==> config.mk <==
export PLATFORM = sky130hd
export DESIGN_NAME = cla_arbiter
export DESIGN_NICKNAME = d
export VERILOG_FILES = /design/src/rtl/cla_arbiter.sv
export SDC_FILE = /design/constraint.sdc
export NUM_CORES = 1
export LEC_CHECK = 0
export ABC_AREA = 0
export ABC_CLOCK_PERIOD_IN_PS = 3230
export CORE_ASPECT_RATIO = 0.8
export CORE_MARGIN = 2
export CORE_UTILIZATION = 45
export CTS_CLUSTER_DIAMETER = 40
export DETAILED_ROUTE_END_ITERATION = 8
export HOLD_SLACK_MARGIN = 0.1
export PLACE_DENSITY = 0.77
export SETUP_SLACK_MARGIN = 0.1
export SYNTH_ARGS = -nofsm -noshare
export SYNTH_HDL_FRONTEND = slang
export SYNTH_SLANG_ARGS = --single-unit
==> constraint.sdc <==
create_clock -name clk -period 3.23 [get_ports clk]
set_clock_uncertainty 0.2 [all_clocks]
set_input_delay 0.323 -clock clk [delete_from_list [all_inputs] [get_ports clk]]
set_output_delay 0.323 -clock clk [all_outputs]
set_load 0.02 [all_outputs]
==> src/rtl/cla_arbiter.sv <==
// cla_arbiter: two-requester round-robin front end for one shared 8-bit
// carry-lookahead adder. It accepts one operand pair at a time, computes the
// sum, and can clamp the sum on signed overflow. It returns the response to
// the owning requester and counts responses that overflowed or underflowed.
//
// Ports:
//   clk, rst_n            clock, asynchronous active-low reset
//   req_valid/req_ready   [1:0] operand handshake, bit i = requester i
//   req_a0/req_b0         requester 0 signed operands
//   req_a1/req_b1         requester 1 signed operands
//   rsp_valid/rsp_ready   [1:0] response handshake, bit i = requester i
//   rsp_sum               registered (optionally saturated) sum
//   rsp_ovf/rsp_uvf       positive / negative signed overflow of the raw sum
//   busy                  high outside IDLE
//   err_cnt/err_clr       saturating error-response count and its sync clear
// Parameter SATURATE: 1 clamps to 0x7F / 0x80 on ovf / uvf.

// 8-bit carry-lookahead adder with no carry-in or carry-out. Every carry is
// formed directly from the generate/propagate terms below it.
module cla_8bit (
    input  logic [7:0] a,
    input  logic [7:0] b,
    output logic [7:0] sum
);
    logic [7:0] g;
    logic [7:0] p;
    logic [7:0] c;

    always_comb begin
        logic term;
        // NOTE: every variable gets a value before any branch or loop, so
        // no path can leave it unassigned and infer a latch.
        g    = a & b;
        p    = a ^ b;
        c    = '0;
        term = 1'b0;
        for (int i = 1; i < 8; i++) begin
            for (int j = 0; j < i; j++) begin
                term = g[j];
                for (int k = j + 1; k < i; k++) begin
                    term = term & p[k];
                end
                c[i] = c[i] | term;
            end
        end
        sum = p ^ c;
    end
endmodule

module cla_arbiter #(
    parameter bit SATURATE = 1'b0
) (
    input  logic       clk,
    input  logic       rst_n,
    input  logic [1:0] req_valid,
    output logic [1:0] req_ready,
    input  logic [7:0] req_a0,
    input  logic [7:0] req_b0,
    input  logic [7:0] req_a1,
    input  logic [7:0] req_b1,
    output logic [1:0] rsp_valid,
    input  logic [1:0] rsp_ready,
    output logic [7:0] rsp_sum,
    output logic       rsp_ovf,
    output logic       rsp_uvf,
    output logic       busy,
    output logic [7:0] err_cnt,
    input  logic       err_clr
);
    typedef enum logic [1:0] {IDLE, CALC, RESP} state_t;

    state_t     state;
    state_t     state_nxt;
    logic       last_grant;
    logic       owner;
    logic [7:0] op_a;
    logic [7:0] op_b;
    logic       gnt_sel;
    logic       accept;
    logic       rsp_done;
    logic [7:0] raw_sum;
    logic       raw_ovf;
    logic       raw_uvf;
    logic [7:0] res_sum;

    // A tie goes to the requester that was not served last; otherwise the
    // single valid requester (bit 1 set means requester 1).
    assign gnt_sel = (req_valid == 2'b11) ? ~last_grant : req_valid[1];

    // Gated by rst_n so req_ready reads 0 while reset is held, whatever
    // req_valid does.
    assign req_ready = (rst_n && state == IDLE && req_valid != 2'b00)
                     ? (gnt_sel ? 2'b10 : 2'b01) : 2'b00;
    assign accept    = |(req_valid & req_ready);
    assign rsp_valid = (state == RESP) ? (owner ? 2'b10 : 2'b01) : 2'b00;
    assign rsp_done  = (state == RESP) && rsp_ready[owner];
    assign busy      = (state != IDLE);

    cla_8bit u_cla (
        .a   (op_a),
        .b   (op_b),
        .sum (raw_sum)
    );

    assign raw_ovf = ~op_a[7] & ~op_b[7] &  raw_sum[7];
    assign raw_uvf =  op_a[7] &  op_b[7] & ~raw_sum[7];

    always_comb begin
        res_sum = raw_sum;
        if (SATURATE && raw_ovf) res_sum = 8'h7F;
        if (SATURATE && raw_uvf) res_sum = 8'h80;
    end

    always_comb begin
        state_nxt = state;
        case (state)
            IDLE:    if (accept)   state_nxt = CALC;
            CALC:                  state_nxt = RESP;
            RESP:    if (rsp_done) state_nxt = IDLE;
            default:               state_nxt = IDLE;
        endcase
    end

    always_ff @(posedge clk or negedge rst_n) begin
        // NOTE: sequential state uses non-blocking assignments so every flop
        // samples pre-edge values regardless of statement order.
        if (!rst_n) state <= IDLE;
        else        state <= state_nxt;
    end

    always_ff @(posedge clk or negedge rst_n) begin
        if (!rst_n) begin
            op_a       <= '0;
            op_b       <= '0;
            owner      <= 1'b0;
            last_grant <= 1'b1;
            rsp_sum    <= '0;
            rsp_ovf    <= 1'b0;
            rsp_uvf    <= 1'b0;
        end else begin
            if (accept) begin
                op_a  <= gnt_sel ? req_a1 : req_a0;
                op_b  <= gnt_sel ? req_b1 : req_b0;
                owner <= gnt_sel;
            end
            if (state == CALC) begin
                rsp_sum <= res_sum;
                rsp_ovf <= raw_ovf;
                rsp_uvf <= raw_uvf;
            end
            if (rsp_done) last_grant <= owner;
        end
    end

    // Clear wins over a simultaneous increment.
    always_ff @(posedge clk or negedge rst_n) begin
        if (!rst_n) begin
            err_cnt <= '0;
        end else if (err_clr) begin
            err_cnt <= '0;
        end else if (rsp_done && (rsp_ovf || rsp_uvf) && err_cnt != 8'hFF) begin
            err_cnt <= err_cnt + 8'd1;
        end
    end
endmodule
After elaboration in Yosys (flattened, before gate mapping)
Cells that the tools add are included.
Widths: inputs -> output; s select.
{"block": "word_totals", "reg_bits": 38, "inputBits": 39, "output_inout_bits": 23, "elab_cells": 97}
{"block": "op_classes", "addsub": 1, "order_cmp": 1, "eq_ne": 6, "mux": 14, "bitwise_logic": 54, "reduce_logical": 12}
{"op": "$mux 8", "n": 4}
{"op": "$and 1x1->1", "n": 25}
{"op": "$or 1x1->1", "n": 21}
{"op": "$xor 8x8->8", "n": 2}
{"op": "$mux 2", "n": 6}
{"op": "$add 8x1->8 const B", "n": 1}
{"op": "$ne 8x8->1 const B", "n": 1}
{"op": "$and 7x7->7", "n": 1}
{"op": "$pmux 2 s3", "n": 1}
{"op": "$reduce_bool 2->1", "n": 3}
{"op": "$logic_and 1x1->1", "n": 5}
{"op": "$eq 2x2->1 const B", "n": 2}
{"op": "$ne 2x2->1 const B", "n": 2}
{"op": "$not 1->1", "n": 4}
{"op": "$mux 1", "n": 3}
{"op": "$and 2x2->2", "n": 1}
{"op": "$eq 2x1->1 const B", "n": 1}
{"op": "$logic_not 2->1", "n": 1}
{"op": "$lt 1x2->1 const B", "n": 1}
{"op": "$reduce_and 2->1", "n": 1}
{"op": "$reduce_or 2->1", "n": 1}
{"op": "$logic_or 1x1->1", "n": 1}

Depth between registers and ports, before layout
{"block": "depth", "word_depth": 16, "mapped_depth": 7}

Cells and area by module
Synthesis repeated with hierarchy kept, for this count alone.
{"block": "hier_totals", "cells_unflattened": 192, "area_unflattened_um2": 2031.9}
{"module": "cla_arbiter", "instances": 1, "cells_each": 162, "area_each_um2": 1759.2, "seq_area_each_um2": 952.2}
{"module": "cla_8bit", "instances": 1, "cells_each": 30, "area_each_um2": 272.8, "seq_area_each_um2": 0.0}

Worst setup path after synthesis
OpenSTA, ideal clock, no wires.
{"block": "synth_path", "path_kind": "reg-to-reg", "start": "reg op_a[1]", "end": "reg rsp_sum[6]", "setup_time_ps": 137, "arrival_ps": 1823, "required_time_ps": 2893, "setup_slack_ps": 1069, "path_stages_with_launch": 8, "cell_sequence": "dfrtp_1 -> ha_1 -> ha_1 -> o211ai_1 -> nand2_1 -> a21o_1 -> a2111oi_0 -> nor3_1"}
{"block": "synth_between", "elab_chain_len": 12}
{"item": "start, declared", "line": "76", "source": "logic [7:0] op_a;"}
{"item": "start signal, assigned", "line": "142", "source": "op_a <= gnt_sel ? req_a1 : req_a0;"}
{"item": "$xor 8x8->8", "line": "34", "source": "p = a ^ b;"}
{"item": "$and 1x1->1 (5 in series)", "line": "41", "source": "term = term & p[k];"}
{"item": "$or 1x1->1 * (5 in series)", "line": "43", "source": "c[i] = c[i] | term;"}
{"item": "$xor 8x8->8 *", "line": "46", "source": "sum = p ^ c;"}
{"item": "end signal, assigned", "line": "147", "source": "rsp_sum <= res_sum;"}
{"item": "end, declared", "line": "63", "source": "output logic [7:0] rsp_sum,"}
Every way passes the cells marked *; elsewhere a longest branch is shown, timed or not.
A chain may end at the register's enable or synchronous reset.

Worst setup path in the final report
{"block": "layout_path", "start": "in rst_n", "end": "out req_ready[1]"}
{"block": "layout_between", "elab_chain_len": 3}
{"item": "start, declared", "line": "54", "source": "input logic rst_n,"}
{"item": "$logic_and 1x1->1 (2 in series)", "line": "92", "source": "assign req_ready = (rst_n && state == IDLE && req_valid != 2'b00)"}
{"item": "$mux 2", "line": "93", "source": "? (gnt_sel ? 2'b10 : 2'b01) : 2'b00;"}
{"item": "end, declared", "line": "56", "source": "output logic [1:0] req_ready,"}
Every way passes these cells.

==> results.cfg <==
[die]
core-area_mm2 = 0.004230
pin_count = 62
die_y_um = 63.73
die_area_mm2 = 0.005013
initial_core_util_pct = 47.44
die_x_um = 78.67
row_count = 21

[logic_synthesis]
netlist_instances = 198
synth_nets = 249
synth_cell_type_count = 38
ys_warn_count = 0
synth.ff_latch_count = 38
synthArstFlopShare_pct = 100.0
synth_area_mm2 = 0.002007
synth_flop_cell = dfrtp_1
synth-edff-count = 0
avgSynthCellArea_um2 = 10.14
ys_seq_area_share_pct = 47.44

[min_path]
hold_path.class = flop to flop
min_from = rsp_sum[1]
worstHoldPathCells = 2
holdPathEnd = rsp_sum[1]

[global_routing]
grt_pass1_wl_mm = 6.617
busiest_layer = met2
antenna_found_initial = 0
grt_usage_pct = 17.03
use_met1_pct = 22.94
grt_pass1_vias = 1492
grt_start_max_net_pins = 39
grt_util_met2_pct = 27.14
overflow = 0
gr-usage-met3_pct = 4.379

[detailed_routing]
dr.pass1.iters = 4
vias_per_cell = 4.928
wl_per_cell_um = 12.11
drc = 0
drt-initial-drc-count = 69
vias = 1582
drt-total-wl_mm = 3.886
antenna_left = 0

[worst_setup_path]
path_delay_family = buffers and inverters
cpPeakStageDelay_ns = 0.60
crit_slowest_cell = clkdlybuf4s50_1
r2r_end = rsp_sum[6]
setup.worst_path.start_class = primary input
crit_path_end_kind = output port
worst-r2r-cell-count = 7
critPathBufInv = 4
critPathMaxFanout = 4
path_class = primary input to output port
crit_path_start = rst_n
r2r_start = op_a[1]
crit_arrival_ns = 2.00
cp_cell_sequence = dlygate4sd3_1 > buf_2 > o211ai_1 > inv_1 > and2_1 > clkdlybuf4s50_1
crit_cells = 6
required_ns = 2.71
rrSetupSlack_ns = 0.85

[timing]
rsz0062_at_grt = no
period_share_pct = 78.09
setup_viol_count_final = 0
finalSetupTns_ns = 0
max_slew_margin_pct = 65.67
max_freq_ghz = 0.3965
period_needed_ns = 2.522
tightestPinTransition_ns = 0.5149
hold_viol_final = 0
slew_violations = 0

[finish]
n_antenna_cell = 0
final_common_cell = clkdlybuf4s50_1
areaGrowthSynthToFinish_pct = 38.40
num-fill-cells = 362
drive_gt1_share_pct = 7.197
final_cell_mix = 60 x clkdlybuf4s50_1, 37 x dfrtp_1, 36 x nand2_1
final_cell_area_mm2 = 0.002778
final_nets = 314

[clock_network]
cts_num_sinks = 38
post_cts_buffers = 0
htree_levels = 2
path_clk_slew_ns = 0.07
cts_buffers = 5
cts_root_buffer = clkbuf_8
cts-resized-gates = 0
clockBufferDepth = 2
tritoncts = done
cts_hold_buf = 1
insertion_delay_ns = 0.28

[pwr]
total_leakage_power_nw = 1.273
power_w = 0.002076
power.density_mw_per_mm2 = 747.5
peakVddDrop_uv = 274.9

[placement]
gp_congestion = 0.8218
io_buffers = 61
dpl_cell_area_mm2 = 0.002678
place_hpwl_mm = 3.037

[status]
outcome = finished, final reports clean

[flow_run]
cap_violations = 0
-- Yosys cell counts, types with 2 or more instances --
cell type / count / area, µm²
nor2_1: 11 / 41.29
and3_1: 3 / 18.77
ha_1: 11 / 137.6
nand2_1: 36 / 135.1
o211ai_1: 2 / 15.01
nand3_1: 3 / 15.01
a21oi_1: 4 / 20.02
and2_1: 3 / 18.77
xnor2_1: 4 / 35.03
o21ai_0: 25 / 125.1
inv_1: 4 / 15.01
nand3_4: 2 / 35.03
mux2i_1: 16 / 160.2
dfrtp_1: 37 / 925.9
xor2_1: 7 / 61.31
clkbuf_1: 4 / 15.01
nand2b_1: 3 / 18.77
nand4_1: 3 / 18.77
-- final cells by class --
cell class              count  area [µm²]  area share [%]
repair buffers             65       638.1           22.97
flip-flops and latches     38       952.2           34.28
well taps                  57       71.32           2.568
clock buffers               8       90.09           3.243
multi-input cells         149        1011           36.40
inverters                   4       15.01          0.5405
-- metal layers --
| metal | up-vias | wire (µm) |
|---|---|---|
| met2 | 57 | 1755 |
| li1 | 812 | - |
| met3 | 4 | 257 |
| met5 | - | 0 |
| met1 | 709 | 1838 |
| met4 | 0 | 34 |
-- stage by stage --
stage | setup WS [ns] | utilization [%] | cells | hold slack [ns]
2_1_floorplan | 1.069 | - | 198 | -0.1726
3_3_place_gp | 0.8575 | 63.29 | 312 | 0.2584
6_report | 0.7076 | 65.66 | 321 | 0.2800
3_5_place_dp | 0.8111 | 63.29 | 312 | 0.2627
5_1_grt | 0.5844 | 65.66 | 321 | 0.3121
4_1_cts | 0.6980 | 65.66 | 321 | 0.2813
-- worst max-delay path by stage --
stage / end / slack (ns)
global placement: req_ready[1] / 0.86
CTS: req_ready[1] / 0.70
finish: req_ready[1] / 0.71
detailed placement: req_ready[1] / 0.81
floorplan: rsp_sum[6] / 1.07
global route: req_ready[1] / 0.58
-- report_power, final --
group	internal [W]	leakage, nW	total, W	switching, W
logic	0.000471	0.743	0.000962	0.000491
registers	0.000658	0.484	0.000788	0.000130
clock network	0.000174	0.0455	0.000326	0.000152
-- tightest hold or removal path: cells and delay by family (launching register included) --
family	cells	cell delay (ns)
simple gates	2	0.10
flops	1	0.34
-- logic make-up after synthesis --
group	Yosys count	synth area share [%]
xor+xnor	11	4.800
compound gates	39	11.72
buf+inv	11	2.368
fa+ha+maj	12	7.855
mux	17	8.728
flops	38	47.44
simple gates	70	17.08
-- state kept, by name, summed over array words and instances, names as in the netlist --
| register | cells |
|---|---|
| owner | 1 |
| rsp_ovf | 1 |
| rsp_sum | 8 |
| op_b | 8 |
| err_cnt | 8 |
| last_grant | 1 |
| state | 2 |
| rsp_uvf | 1 |
| op_a | 8 |
(Power assumes the default switching activity.)
